--- src/rtl/cmp_run_controller.sv ---
// Run controller for an N-node Cardinal CMP: core reset hold, halt detection, drain wait, then a dump request stream.
// Optional watchdog timeout is built in when CMP_RUN_WATCHDOG_EN is defined.
module cmp_run_controller #(
  parameter int NUM_NODES    = 4,
  parameter int NODE_W       = 2,
  parameter int ADDR_W       = 8,
  parameter int RESET_CYCLES = 5,
  parameter int DRAIN_CYCLES = 23,
  parameter int DUMP_DEPTH   = 128,
  parameter int CNT_W        = 32
`ifdef CMP_RUN_WATCHDOG_EN
  , parameter int WATCHDOG_CYCLES = 2000
`endif
) (
  input  logic                    CLK,
  input  logic                    RESET,
  input  logic [NUM_NODES*32-1:0] node_inst_in,
  output logic                    core_reset,
  output logic                    running,
  output logic                    halted,
  output logic [CNT_W-1:0]        run_cycles,
  output logic                    dump_valid,
  input  logic                    dump_ready,
  output logic [NODE_W-1:0]       dump_node,
  output logic [ADDR_W-1:0]       dump_addr,
  output logic                    done
`ifdef CMP_RUN_WATCHDOG_EN
  , output logic                  timeout
`endif
);

  localparam int HOLD_W     = (RESET_CYCLES > 1) ? $clog2(RESET_CYCLES) : 1;
  // DRAIN always lasts at least one cycle, so a zero drain still enters DUMP on the next cycle
  localparam int DRAIN_LAST = (DRAIN_CYCLES > 0) ? DRAIN_CYCLES - 1 : 0;
  localparam int DRAIN_W    = (DRAIN_LAST > 0) ? $clog2(DRAIN_LAST + 1) : 1;

  localparam logic [HOLD_W-1:0]  HOLD_END  = HOLD_W'(RESET_CYCLES - 1);
  localparam logic [DRAIN_W-1:0] DRAIN_END = DRAIN_W'(DRAIN_LAST);
  localparam logic [NODE_W-1:0]  LAST_NODE = NODE_W'(NUM_NODES - 1);
  localparam logic [ADDR_W-1:0]  LAST_ADDR = ADDR_W'(DUMP_DEPTH - 1);
  localparam logic [CNT_W-1:0]   CNT_MAX   = {CNT_W{1'b1}};

  typedef enum logic [2:0] {
    HOLD  = 3'd0,
    RUN   = 3'd1,
    DRAIN = 3'd2,
    DUMP  = 3'd3,
    DONE  = 3'd4
  } state_t;

  state_t             state;
  logic [HOLD_W-1:0]  hold_cnt;
  logic [DRAIN_W-1:0] drain_cnt;
  logic               all_zero;

  // Program completion: every node is fetching the NOP terminator in the same cycle
  assign all_zero = (node_inst_in == {(NUM_NODES*32){1'b0}});

  // Controller state machine with all outputs registered
  always_ff @(posedge CLK) begin
    if (RESET) begin
      state      <= HOLD;
      core_reset <= 1'b1;
      running    <= 1'b0;
      halted     <= 1'b0;
      run_cycles <= {CNT_W{1'b0}};
      dump_valid <= 1'b0;
      dump_node  <= {NODE_W{1'b0}};
      dump_addr  <= {ADDR_W{1'b0}};
      done       <= 1'b0;
      hold_cnt   <= {HOLD_W{1'b0}};
      drain_cnt  <= {DRAIN_W{1'b0}};
`ifdef CMP_RUN_WATCHDOG_EN
      timeout    <= 1'b0;
`endif
    end else begin
      case (state)
        HOLD: begin
          if (hold_cnt == HOLD_END) begin
            core_reset <= 1'b0;
            running    <= 1'b1;
            state      <= RUN;
          end else begin
            hold_cnt <= hold_cnt + HOLD_W'(1);
          end
        end
        RUN: begin
          if (all_zero) begin
            running <= 1'b0;
            halted  <= 1'b1;
            state   <= DRAIN;
`ifdef CMP_RUN_WATCHDOG_EN
          end else if (run_cycles >= CNT_W'(WATCHDOG_CYCLES)) begin
            running <= 1'b0;
            timeout <= 1'b1;
            state   <= DRAIN;
`endif
          end else if (run_cycles != CNT_MAX) begin
            run_cycles <= run_cycles + CNT_W'(1);
          end else begin
            run_cycles <= run_cycles;
          end
        end
        DRAIN: begin
          if (drain_cnt == DRAIN_END) begin
            dump_valid <= 1'b1;
            state      <= DUMP;
          end else begin
            drain_cnt <= drain_cnt + DRAIN_W'(1);
          end
        end
        DUMP: begin
          // Address-major walk: step the node first, wrap to the next address
          if (dump_valid && dump_ready) begin
            if (dump_node == LAST_NODE) begin
              if (dump_addr == LAST_ADDR) begin
                dump_valid <= 1'b0;
                done       <= 1'b1;
                state      <= DONE;
              end else begin
                dump_node <= {NODE_W{1'b0}};
                dump_addr <= dump_addr + ADDR_W'(1);
              end
            end else begin
              dump_node <= dump_node + NODE_W'(1);
            end
          end else begin
            dump_node <= dump_node;
          end
        end
        DONE: begin
          state <= DONE;
        end
        default: begin
          state <= HOLD;
        end
      endcase
    end
  end

endmodule

--- config.mk ---
export PLATFORM = sky130hd
export DESIGN_NAME = cmp_run_controller
export DESIGN_NICKNAME = d
export VERILOG_FILES = /design/src/rtl/cmp_run_controller.sv
export SDC_FILE = /design/constraint.sdc
export NUM_CORES = 1
export LEC_CHECK = 0
export CORE_AREA = 2 2 124 78
export CTS_CLUSTER_DIAMETER = 120
export DETAILED_ROUTE_END_ITERATION = 7
export DIE_AREA = 0 0 126 80
export HOLD_SLACK_MARGIN = 0.08
export PLACE_DENSITY_LB_ADDON = 0.2
export SYNTH_ARGS = -nofsm -noshare
export SYNTH_HDL_FRONTEND = slang
export SYNTH_SLANG_ARGS = --single-unit
--- constraint.sdc ---
create_clock -name CLK -period 2 [get_ports CLK]
set_input_delay 0.3 -clock CLK [delete_from_list [all_inputs] [get_ports CLK]]
set_output_delay 0.3 -clock CLK [all_outputs]
set_load 0.005 [all_outputs]
==> metrics.md, run 1 <==
| Metric | Value |
|---|---|
| Fillers | `710` |
| Cells after synthesis | `366` |
| Post-place instance area | `5370 um2` |
| DP HPWL | `9350 um` |
| Slew HR | `0.570` |
| Worst setup path start | `node_inst_in[24]` |
| Pre-CTS setup slack | `-0.636 ns` |
| Cell area after synthesis | `3060 um2` |
| Worst setup path class | `in -> reg` |
| Final Net Count | `751` |
| Async set-reset flop share out of synthesis | `0` |
| Seq/Total Area, Yosys | `0.379` |
| Number of synthesized flops with an enable pin | `0` |
| Outcome | `finished, violations left` |
| Commonest non-fill, non-tap cell in the layout | `dlygate4sd2_1` |
| Avg Vias per Cell | `5.24` |
| Drt pass-1 iters | `4` |
| Die Y | `80 um` |
| Largest net degree at the start of global routing | `32` |
| Crit share post-route | `1.01` |
| PD cells | `682 nW/um2` |
| Crit path depth | `10` |
| GRT Total Usage | `0.251` |
| Vias in the first global route | `3894` |
| Max-slew violations | `0` |
| CP max-delay cell | `nor4_4` |
| Worst EP required | `2.20 ns` |
| Clock Pin Slew Worst Setup and Hold Paths | `0.06 ns` |
| Final Core Density | `0.687` |
| Worst-path cell chain | `dlygate4sd2_1 > nor4_2 > nand4_1 > nor4_4 > a21boi_4 > buf_12 > buf_12 > nand4_1 > xor2_1 > nor2_1` |
| Worst Path Max Fanout | `7` |
| Area grow syn2layout | `100%` |
| Ant diodes | `0` |
| Placed Cells | `701` |
| Clock Skew | `0.0104 ns` |
| Worst Path Arrival | `2.22 ns` |
| Worst slew pin tran | `0.644 ns` |
| Final Cell Area | `6130 um2` |
| Die width | `126 um` |
| CTS Sinks | `58` |
| # IOs | `178` |
| First-pass GRT wire length | `19800 um` |
| Failing checks | `setup timing` |
| # hold bufs at CTS | `0` |
| Htree depth | `3` |
| RSZ-0062 raised after global routing | `yes` |
| Distinct cells, synth | `47` |
| CTS Root Buffer Type | `clkbuf_16` |
| CP endpoint kind | `flop` |
| Non-filler instance count after layout | `734` |
| Core area | `8920 um2` |
| Post-Route WL | `13200 um` |
| I/O Buffers | `177` |
| WL/cell | `18.0 um` |
| Final WS setup | `-0.0268 ns` |
| WHS Path Cells | `2` |
| CTS tree | `built` |
| Total power | `0.00418 W` |
| DRC violations left | `0` |
| Mapped Nets | `504` |
| Core Rows | `27` |
| Die area | `10100 um2` |
| Reg2Reg Launch Point | `run_cycles[1]` |
| Average cell area after synthesis | `8.36 um2` |
| Warnings, synthesis | `0` |
| CP peak stage delay | `0.41 ns` |
| Worst reg2reg path depth | `10` |
| Most used cells in the layout excluding fill and tap cells | `dlygate4sd2_1, buf_4, dfxtp_1, clkdlybuf4s50_1, nor2_1` |
| Fin. Hold Viols | `0` |
| Initial antenna violation count | `0` |
| Remaining global-route overflow | `0` |
| Hold path startpoint | `halted` |
| Max IR drop VDD | `0.405 mV` |
| Fraction of layout cells with a size suffix above 1 | `0.270` |
| Yosys reg bits | `58` |
| CP Launch Type | `input port` |
| Fmax | `493 MHz` |
| Clk_lat worst skew | `0.33 ns` |
| Starting Density | `0.343` |
| Iter 0 DRT Violations | `175` |
| Pleak | `2.66 nW` |
| Clk buf depth | `2` |
| Global placement routability congestion | `0.876` |
| Hold Crit Class | `reg -> reg` |
| DR vias | `3843` |
| CP bufs+invs | `3` |
| Post-synth top flop | `dfxtp_1` |
| Antenna-violating nets left | `0` |
| Family with the most delay on the worst path | `simple AND/OR/NAND/NOR gates` |
| Number of CTS-inserted buffers | `9` |
| Clock period minus worst slack | `2.03 ns` |
| Total of max-cap violations | `0` |
| Final setup violation count | `7` |
[cell families (layout without fill, tap and decap cells)]
logic type,Yosys count,after routing,share of synthesized area
xor gates and xnor gates,35,35,0.100
adders and majority gates,7,7,0.0286
DFF,58,58,0.379
muxes,1,1,0.00327
and+or+nand+nor,213,213,0.394
buffers and inverters,20,272,0.0282
AOI/OAI and AO/OA,32,32,0.0662
[worst register-to-register path, delay by kind of cell, from the launching register on]
| kind | cells | cell delay [ns] |
|---|---|---|
| compound gates | 1 | 0.15 |
| fa+ha+maj | 1 | 0.16 |
| buf+inv | 2 | 0.30 |
| flops | 1 | 0.33 |
| simple gates | 6 | 0.98 |
[cell type report]
type | instances | area (um2) | area share
clock buffers | 12 | 246 | 0.0402
clock inverters | 4 | 98.8 | 0.0161
inverters | 6 | 22.5 | 0.00367
multi-input cells | 288 | 2150 | 0.351
flip-flops and latches | 58 | 1160 | 0.190
well taps | 116 | 145 | 0.0237
repair buffers | 250 | 2300 | 0.376
[what timing repair did]
item,4_1_cts,5_1_grt
hold endpoints to repair,0,0
pin swaps,56,53
buffers inserted,9,8
endpoints found under the setup margin,35,33
cloned,2,0
gates resized for setup,157,96
[per-stage QoR]
stage / hold slack, ns / setup TNS (ns)
finish: 0.458 / -0.0999
global route: 0.493 / -1.52
CTS: 0.462 / -0.0343
detailed placement: 0.450 / -20.46
global placement: 0.440 / -19.59
floorplan: 0.442 / 0
[flip-flops by register name, indices dropped and copies added (netlist names)]
signal      count
run_cycles     32
done            1
drain_cnt       5
running         1
dump_addr       8
halted          1
core_reset      1
dump_node       2
dump_valid      1
state           3
hold_cnt        3
[power breakdown]
part / switching (W) / internal, W / total, W / leakage (nW)
Sequential: 0.0000421 / 0.00121 / 0.00125 / 0.469
Clock: 0.000543 / 0.00125 / 0.00180 / 0.167
Combinational: 0.000490 / 0.000639 / 0.00113 / 2.02
[cells in the mapped netlist, drive strengths merged (2+ instances only)]
master	count	share of area
nand3	22	0.036
o21ai	5	0.0082
and2	6	0.012
and4	3	0.0086
nor4b	2	0.011
a31o	2	0.0057
nor3	9	0.018
buf	5	0.0098
nand4	26	0.058
inv	6	0.0074
nand2	24	0.030
o31ai	3	0.0074
ha	7	0.029
and3	10	0.020
a21boi	2	0.0061
clkbuf	9	0.011
nor4	39	0.090
nand2b	3	0.0061
or4	5	0.012
nand3b	2	0.0049
dfxtp	58	0.38
a21oi	14	0.023
nor2b	6	0.012
nor2	52	0.064
xor2	28	0.080
xnor2	7	0.020
[metal layers]
metal	vias to the layer above	global-route usage	wire [um]
met2	143	0.434	6480
met3	14	0.0818	869
met5	-	0	0
met4	0	0.0582	167
met1	1843	0.307	5700
li1	1843	-	-
[path summary, 6_finish.rpt]
path | end | slack (ns)
hold / removal | halted | 0.46
hold reg to reg | halted | 0.46
setup reg to reg | run_cycles[22] | -0.01
setup / recovery | run_cycles[4] | -0.03
(Power assumes the default switching activity.)
==> inputs of run 2 (changes only) <==
--- a/config.mk
+++ b/config.mk
@@ -5,11 +5,11 @@
 export SDC_FILE = /design/constraint.sdc
 export NUM_CORES = 1
 export LEC_CHECK = 0
-export CORE_AREA = 2 2 124 78
+export CORE_AREA = 2 2 115 72
 export CTS_CLUSTER_DIAMETER = 120
 export DETAILED_ROUTE_END_ITERATION = 7
-export DIE_AREA = 0 0 126 80
-export HOLD_SLACK_MARGIN = 0.08
+export DIE_AREA = 0 0 117 74
+export HOLD_SLACK_MARGIN = 0.05
 export PLACE_DENSITY_LB_ADDON = 0.2
 export SYNTH_ARGS = -nofsm -noshare
 export SYNTH_HDL_FRONTEND = slang
==> constraint.sdc (replaced) <==
create_clock -name CLK -period 2.6 [get_ports CLK]
set_input_delay 0.39 -clock CLK [delete_from_list [all_inputs] [get_ports CLK]]
set_output_delay 0.39 -clock CLK [all_outputs]
set_load 0.005 [all_outputs]
==> run 2 against run 1 <==
  * The flow now finishes without violations
  * First-iteration DRC count increased by 46%
  * Power decreased by 31%
  * Critical endpoint is now run_cycles[6]
  * Sequential cell count unchanged
  * Largest cell class unchanged
  * Highest routed layer unchanged
  * Cell count decreased by 9.3%
  * Core utilization increased by 0.89 points
  * Critical path depth unchanged
  * Worst setup slack improved by 0.34 ns
  * Largest power group unchanged
==> metrics.md, run 2 (synthesized netlist as in run 1, its figures left out) <==
| Metric | Value |
|---|---|
| Pint | `0.00215 W (was 0.00310 W)` |
| CTS resizes | `0 (was 157)` |
| Multi-input gate area | `1810 um2 (was 2150 um2)` |
| # IOs | `178 (unchanged)` |
| First-pass GRT wire length | `15900 um (was 19800 um)` |
| Combinational power share | `0.213 (was 0.270)` |
| Vias in the first global route | `3222 (was 3894)` |
| Antenna-violating nets left | `0 (unchanged)` |
| Avg Vias per Cell | `5.29 (was 5.24)` |
| Die Y | `74 um (was 80 um)` |
| CTS Root Buffer Type | `clkbuf_16 (unchanged)` |
| Largest register FFs | `32 (unchanged)` |
| Clock period minus worst slack | `2.29 ns` |
| Post-Route WL | `10700 um (was 13200 um)` |
| Final hold slack | `0.443 ns (was 0.458 ns)` |
| Clk buf depth | `2 (unchanged)` |
| Fillers | `620 (was 710)` |
| # hold bufs at CTS | `0 (unchanged)` |
| Outcome | `complete, no violations (was finished, violations left)` |
| Worst Path Max Fanout | `12 (was 7)` |
| Worst slew pin tran | `1.09 ns (was 0.644 ns)` |
| Sw power | `0.000730 W (was 0.00108 W)` |
| Initial antenna violation count | `0 (unchanged)` |
| Non-filler instance count after layout | `666 (was 734)` |
| Max-slew violations | `0 (unchanged)` |
| Slew HR | `0.270 (was 0.570)` |
| Crit share post-route | `0.881` |
| DRC violations left | `0 (unchanged)` |
| Ant diodes | `0 (unchanged)` |
| Sw Share | `0.254 (was 0.257)` |
| Clock Pin Slew Worst Setup and Hold Paths | `0.05 ns (was 0.06 ns)` |
| PD cells | `540 nW/um2 (was 682 nW/um2)` |
| Final Net Count | `691 (was 751)` |
| Max IR drop VDD | `0.487 mV (was 0.405 mV)` |
| Clk_lat worst skew | `0.33 ns (about the same)` |
| Clock share of power | `0.446 (was 0.430)` |
| Largest regs | `run_cycles: 32 flops, dump_addr: 8 flops, drain_cnt: 5 flops (unchanged)` |
| DR vias | `3524 (was 3843)` |
| GRT Total Usage | `0.241 (was 0.251)` |
| CTS tree | `built (unchanged)` |
| Die width | `117 um (was 126 um)` |
| DP HPWL | `8470 um (was 9350 um)` |
| Fraction of layout cells with a size suffix above 1 | `0.0681 (was 0.270)` |
| Drt pass-1 iters | `4 (unchanged)` |
| Largest reg by FF count | `run_cycles (unchanged)` |
| Number of CTS-inserted buffers | `9 (unchanged)` |
| Most used cells in the layout excluding fill and tap cells | `clkdlybuf4s50_1, dfxtp_1, nor2_1, nor4_1, xor2_1 (was dlygate4sd2_1, buf_4, dfxtp_1, clkdlybuf4s50_1, nor2_1)` |
| Total power | `0.00288 W (was 0.00418 W)` |
| Total of max-cap violations | `0 (unchanged)` |
| Final Cell Area | `5340 um2 (was 6130 um2)` |
| Post-place instance area | `5010 um2 (was 5370 um2)` |
| Iter 0 DRT Violations | `256 (was 175)` |
| Global placement routability congestion | `0.831 (was 0.876)` |
| Worst setup path class | `in -> reg (unchanged)` |
| Flop pwr share | `0.341 (was 0.300)` |
| Fin. Hold Viols | `0 (unchanged)` |
| RSZ-0062 raised after global routing | `no (was yes)` |
| I/O Buffers | `177 (unchanged)` |
| Die area | `8660 um2 (was 10100 um2)` |
| Clock Skew | `0.00812 ns (was 0.0104 ns)` |
| Area grow syn2layout | `74.4% (was 100%)` |
| Register area | `1160 um2 (about the same)` |
| Core area | `7660 um2 (was 8920 um2)` |
| Starting Density | `0.399 (was 0.343)` |
| CTS Sinks | `58 (unchanged)` |
| Setup bufs post-CTS | `0 (was 9)` |
| Final setup violation count | `0 (was 7)` |
| Worst Path Arrival | `2.47 ns (was 2.22 ns)` |
| Hold Crit Class | `reg -> reg (unchanged)` |
| Commonest non-fill, non-tap cell in the layout | `clkdlybuf4s50_1 (was dlygate4sd2_1)` |
| CP Launch Type | `input port (unchanged)` |
| Htree depth | `3 (unchanged)` |
| Remaining global-route overflow | `0 (unchanged)` |
| Placed Cells | `650 (was 701)` |
| Largest net degree at the start of global routing | `62 (was 32)` |
| Worst EP required | `2.78 ns (was 2.20 ns)` |
| Fmax | `437 MHz` |
| CP endpoint kind | `flop (unchanged)` |
| Core Rows | `25 (was 27)` |
| Pleak | `1.94 nW (was 2.66 nW)` |
| WL/cell | `16.1 um (was 18.0 um)` |
[run 2: cell count changes in the layout (fill, tap and decap cells not counted), sizes merged]
cell           change
clkdlybuf4s50    +123
clkbuf            -17
clkinvlp           +2
dlygate4sd2       -67
inv                +1
clkdlybuf4s15     -18
buf               -63
bufinv             -1
dlymetal6s2s      -20
[run 2: path summary, 6_finish.rpt]
| kind | startpoint | endpoint | slack, ns | cells after the start |
|---|---|---|---|---|
| setup / recovery | node_inst_in[79] | run_cycles[6] | 0.31 | 10 |
| setup reg to reg | state[0] | run_cycles[20] | 0.33 | 6 |
| hold reg to reg | halted | halted | 0.44 | 2 |
| hold / removal | halted | halted | 0.44 | 2 |
[run 2: power by group through the flow]
stage / logic (W) / registers, W / clock network, W
global route: 0.000672 / 0.000986 / 0.00135
CTS: 0.000617 / 0.000980 / 0.00131
finish: 0.000614 / 0.000981 / 0.00128
detailed placement: 0.000610 / 0.000998 / 0
floorplan: 0.000294 / 0.000973 / 0
global placement: 0.000595 / 0.000994 / 0
[run 2: layout make-up]
| cell class | instances | area share |
|---|---|---|
| repair buffers | 190 | 0.352 |
| well taps | 108 | 0.0253 |
| inverters | 6 | 0.00422 |
| clock buffers | 10 | 0.0448 |
| flip-flops and latches | 58 | 0.218 |
| clock inverters | 6 | 0.0166 |
| multi-input cells | 288 | 0.340 |
[run 2: worst max-delay path, cell delays in order]
cell,delay (ns)
clkdlybuf4s50_1,0.40
nor4_1,0.29
buf_4,0.17
nand4_1,0.15
nor4_4,0.33
a21boi_2,0.16
buf_4,0.22
nand4_1,0.11
xor2_1,0.19
nor2_1,0.05
[run 2: stage by stage]
stage                     worst slack (ns)  utilization  setup TNS, ns
after floorplan                      0.564            -              0
after detailed placement           -0.0173        0.654        -0.0173
final                                0.311        0.696              0
after CTS                            0.303        0.696              0
after global placement              0.0173        0.654              0
after global routing                 0.120        0.696              0
[run 2: metal layers]
metal	vias to the layer above	global-route usage	wire [um]
met5	-	0	0
met4	0	0.114	331
met3	29	0.0685	908
met2	129	0.404	5040
met1	1650	0.291	4450
li1	1716	-	-
==> inputs of run 3 (changes only) <==
--- a/config.mk
+++ b/config.mk
@@ -5,11 +5,13 @@
 export SDC_FILE = /design/constraint.sdc
 export NUM_CORES = 1
 export LEC_CHECK = 0
+export CAP_MARGIN = 20
 export CORE_AREA = 2 2 115 72
 export CTS_CLUSTER_DIAMETER = 120
 export DETAILED_ROUTE_END_ITERATION = 7
 export DIE_AREA = 0 0 117 74
 export HOLD_SLACK_MARGIN = 0.05
+export MAX_ROUTING_LAYER = met4
 export PLACE_DENSITY_LB_ADDON = 0.2
 export SYNTH_ARGS = -nofsm -noshare
 export SYNTH_HDL_FRONTEND = slang
==> run 3 against run 2 <==
  * Sequential share of layout area fell by 0.081 points
  * Die area is the same
  * Critical path depth shrank 4
  * Clock-buffer cell count did not move
  * Critical endpoint is now run_cycles[20]
  * Largest cell class unchanged
==> metrics.md, run 3 (synthesized netlist as in run 1, its figures left out) <==
| Metric | Value |
|---|---|
| Die Y | `74 um (unchanged)` |
| Starting Density | `0.399 (unchanged)` |
| Area grow syn2layout | `75.0% (was 74.4%)` |
| Final Core Density | `0.699 (was 0.696)` |
| Drt pass-1 iters | `5 (was 4)` |
| Fmax | `443 MHz (was 437 MHz)` |
| Multi-input gate area | `1810 um2 (unchanged)` |
| Core Rows | `25 (unchanged)` |
| Register area | `1160 um2 (unchanged)` |
| Number of CTS-inserted buffers | `9 (unchanged)` |
| Final setup violation count | `0 (unchanged)` |
| Flop pwr share | `0.339 (was 0.341)` |
| Iter 0 DRT Violations | `263 (was 256)` |
| Worst reg2reg setup slack | `0.34 ns (was 0.33 ns)` |
| # hold bufs at CTS | `0 (unchanged)` |
| GRT Total Usage | `0.249 (was 0.241)` |
| CTS Sinks | `58 (unchanged)` |
| Global placement routability congestion | `0.844 (was 0.831)` |
| Max-slew violations | `0 (unchanged)` |
| Avg Vias per Cell | `5.31 (was 5.29)` |
| Slew HR | `0.536 (was 0.270)` |
| Worst EP required | `2.86 ns (was 2.78 ns)` |
| Clock share of power | `0.446 (about the same)` |
| Total power | `0.00289 W (was 0.00288 W)` |
| Clock period minus worst slack | `2.26 ns (was 2.29 ns)` |
| Hold Crit Class | `in -> reg (was reg -> reg)` |
| Final WS setup | `0.340 ns (was 0.311 ns)` |
| Die width | `117 um (unchanged)` |
| Crit share post-route | `0.869 (was 0.881)` |
| Die area | `8660 um2 (unchanged)` |
| Fraction of layout cells with a size suffix above 1 | `0.0698 (was 0.0681)` |
| Largest reg by FF count | `run_cycles (unchanged)` |
| Pre-CTS setup slack | `-0.0173 ns (unchanged)` |
| Vias in the first global route | `3219 (was 3222)` |
| Sw power | `0.000737 W (was 0.000730 W)` |
| CP endpoint kind | `flop (unchanged)` |
| Final Net Count | `692 (was 691)` |
| Reg2Reg Launch Point | `state[0] (unchanged)` |
| Worst Setup EP | `run_cycles[20] (was run_cycles[6])` |
| DRC violations left | `0 (unchanged)` |
| Pint | `0.00215 W (about the same)` |
| Pleak | `1.95 nW (was 1.94 nW)` |
| Combinational power share | `0.215 (was 0.213)` |
| WL/cell | `16.2 um (was 16.1 um)` |
| DR vias | `3539 (was 3524)` |
| Largest regs | `run_cycles: 32 flops, dump_addr: 8 flops, drain_cnt: 5 flops (unchanged)` |
| Max IR drop VDD | `0.486 mV (was 0.487 mV)` |
| Largest register FFs | `32 (unchanged)` |
| Sw Share | `0.255 (was 0.254)` |
| Worst setup path class | `reg -> reg (was in -> reg)` |
| RR Endpoint | `run_cycles[20] (unchanged)` |
| CP Launch Type | `flop (was input port)` |
| CTS tree | `built (unchanged)` |
| Fillers | `616 (was 620)` |
| First-pass GRT wire length | `15900 um (about the same)` |
| Final Cell Area | `5360 um2 (was 5340 um2)` |
| I/O Buffers | `177 (unchanged)` |
| PD cells | `539 nW/um2 (was 540 nW/um2)` |
| Clk buf depth | `2 (unchanged)` |
| Commonest non-fill, non-tap cell in the layout | `clkdlybuf4s50_1 (unchanged)` |
| Remaining global-route overflow | `0 (unchanged)` |
| Clock Skew | `0.00727 ns (was 0.00812 ns)` |
| Total of max-cap violations | `0 (unchanged)` |
| CTS Root Buffer Type | `clkbuf_16 (unchanged)` |
| Worst slew pin tran | `0.690 ns (was 1.09 ns)` |
| DP HPWL | `8470 um (unchanged)` |
| Setup bufs post-CTS | `0 (unchanged)` |
| Worst Path Max Fanout | `14 (was 12)` |
| # IOs | `178 (unchanged)` |
| Post-Route WL | `10800 um (was 10700 um)` |
| Initial antenna violation count | `0 (unchanged)` |
| Worst Path Arrival | `2.51 ns (was 2.47 ns)` |
| Most used cells in the layout excluding fill and tap cells | `clkdlybuf4s50_1, dfxtp_1, nor2_1, nor4_1, xor2_1 (unchanged)` |
| Worst reg2reg path depth | `6 (unchanged)` |
| Clk_lat worst skew | `0.33 ns (about the same)` |
| Outcome | `complete, no violations (unchanged)` |
| Final hold slack | `0.379 ns (was 0.443 ns)` |
| Core area | `7660 um2 (unchanged)` |
| Post-place instance area | `5010 um2 (unchanged)` |
| Fin. Hold Viols | `0 (unchanged)` |
| Largest net degree at the start of global routing | `62 (unchanged)` |
| Ant diodes | `0 (unchanged)` |
| Antenna-violating nets left | `0 (unchanged)` |
| Htree depth | `3 (unchanged)` |
| Worst setup path start | `state[0] (was node_inst_in[79])` |
| CTS resizes | `0 (unchanged)` |
| Clock Pin Slew Worst Setup and Hold Paths | `0.06 ns (was 0.05 ns)` |
| RSZ-0062 raised after global routing | `no (unchanged)` |
## run 3: power groups by stage
stage / Clock [W] / Sequential (W) / Combinational (W)
6_report: 0.00129 / 0.000980 / 0.000620
5_1_grt: 0.00135 / 0.000986 / 0.000675
4_1_cts: 0.00131 / 0.000980 / 0.000617
3_5_place_dp: 0 / 0.000998 / 0.000610
3_3_place_gp: 0 / 0.000994 / 0.000595
2_1_floorplan: 0 / 0.000973 / 0.000294
## run 3: per-stage QoR
step | setup TNS, ns | instances
floorplan | 0 | 366
global placement | 0 | 650
detailed placement | -0.0173 | 650
CTS | 0 | 666
global route | 0 | 667
finish | 0 | 667
## run 3: how the worst min path moves through the flow
stage / startpoint / endpoint / slack, ns / cells past startpoint
2_1_floorplan: halted / halted / 0.44 / 2
3_3_place_gp: core_reset / core_reset / 0.44 / 1
3_5_place_dp: halted / halted / 0.44 / 2
4_1_cts: halted / halted / 0.45 / 2
5_1_grt: RESET / run_cycles[19] / 0.39 / 2
6_report: RESET / run_cycles[19] / 0.38 / 2
## run 3: area by class of cell
type,instances,share of cell area
clock buffer,10,0.0446
clock inverter,6,0.0166
inverter,6,0.00420
multi-input combinational,288,0.338
sequential,58,0.217
tap,108,0.0252
timing repair buffer,191,0.354
## run 3: critical path, cell delays in order (launching register included)
cell      delay, ns
dfxtp_1        0.51
nor3b_1        0.34
a21boi_2       0.39
nand2_1        0.15
buf_12         0.17
or4_1          0.46
a21oi_1        0.17
## run 3: routing by layer
metal / share of wire / track usage / routed length [um] / vias to the layer above
li1: - / - / - / 1719
met3: 0.087 / 0.0693 / 941 / 30
met2: 0.47 / 0.407 / 5060 / 144
met5: 0 / - / 0 / -
met1: 0.41 / 0.291 / 4480 / 1646
met4: 0.031 / 0.111 / 335 / 0
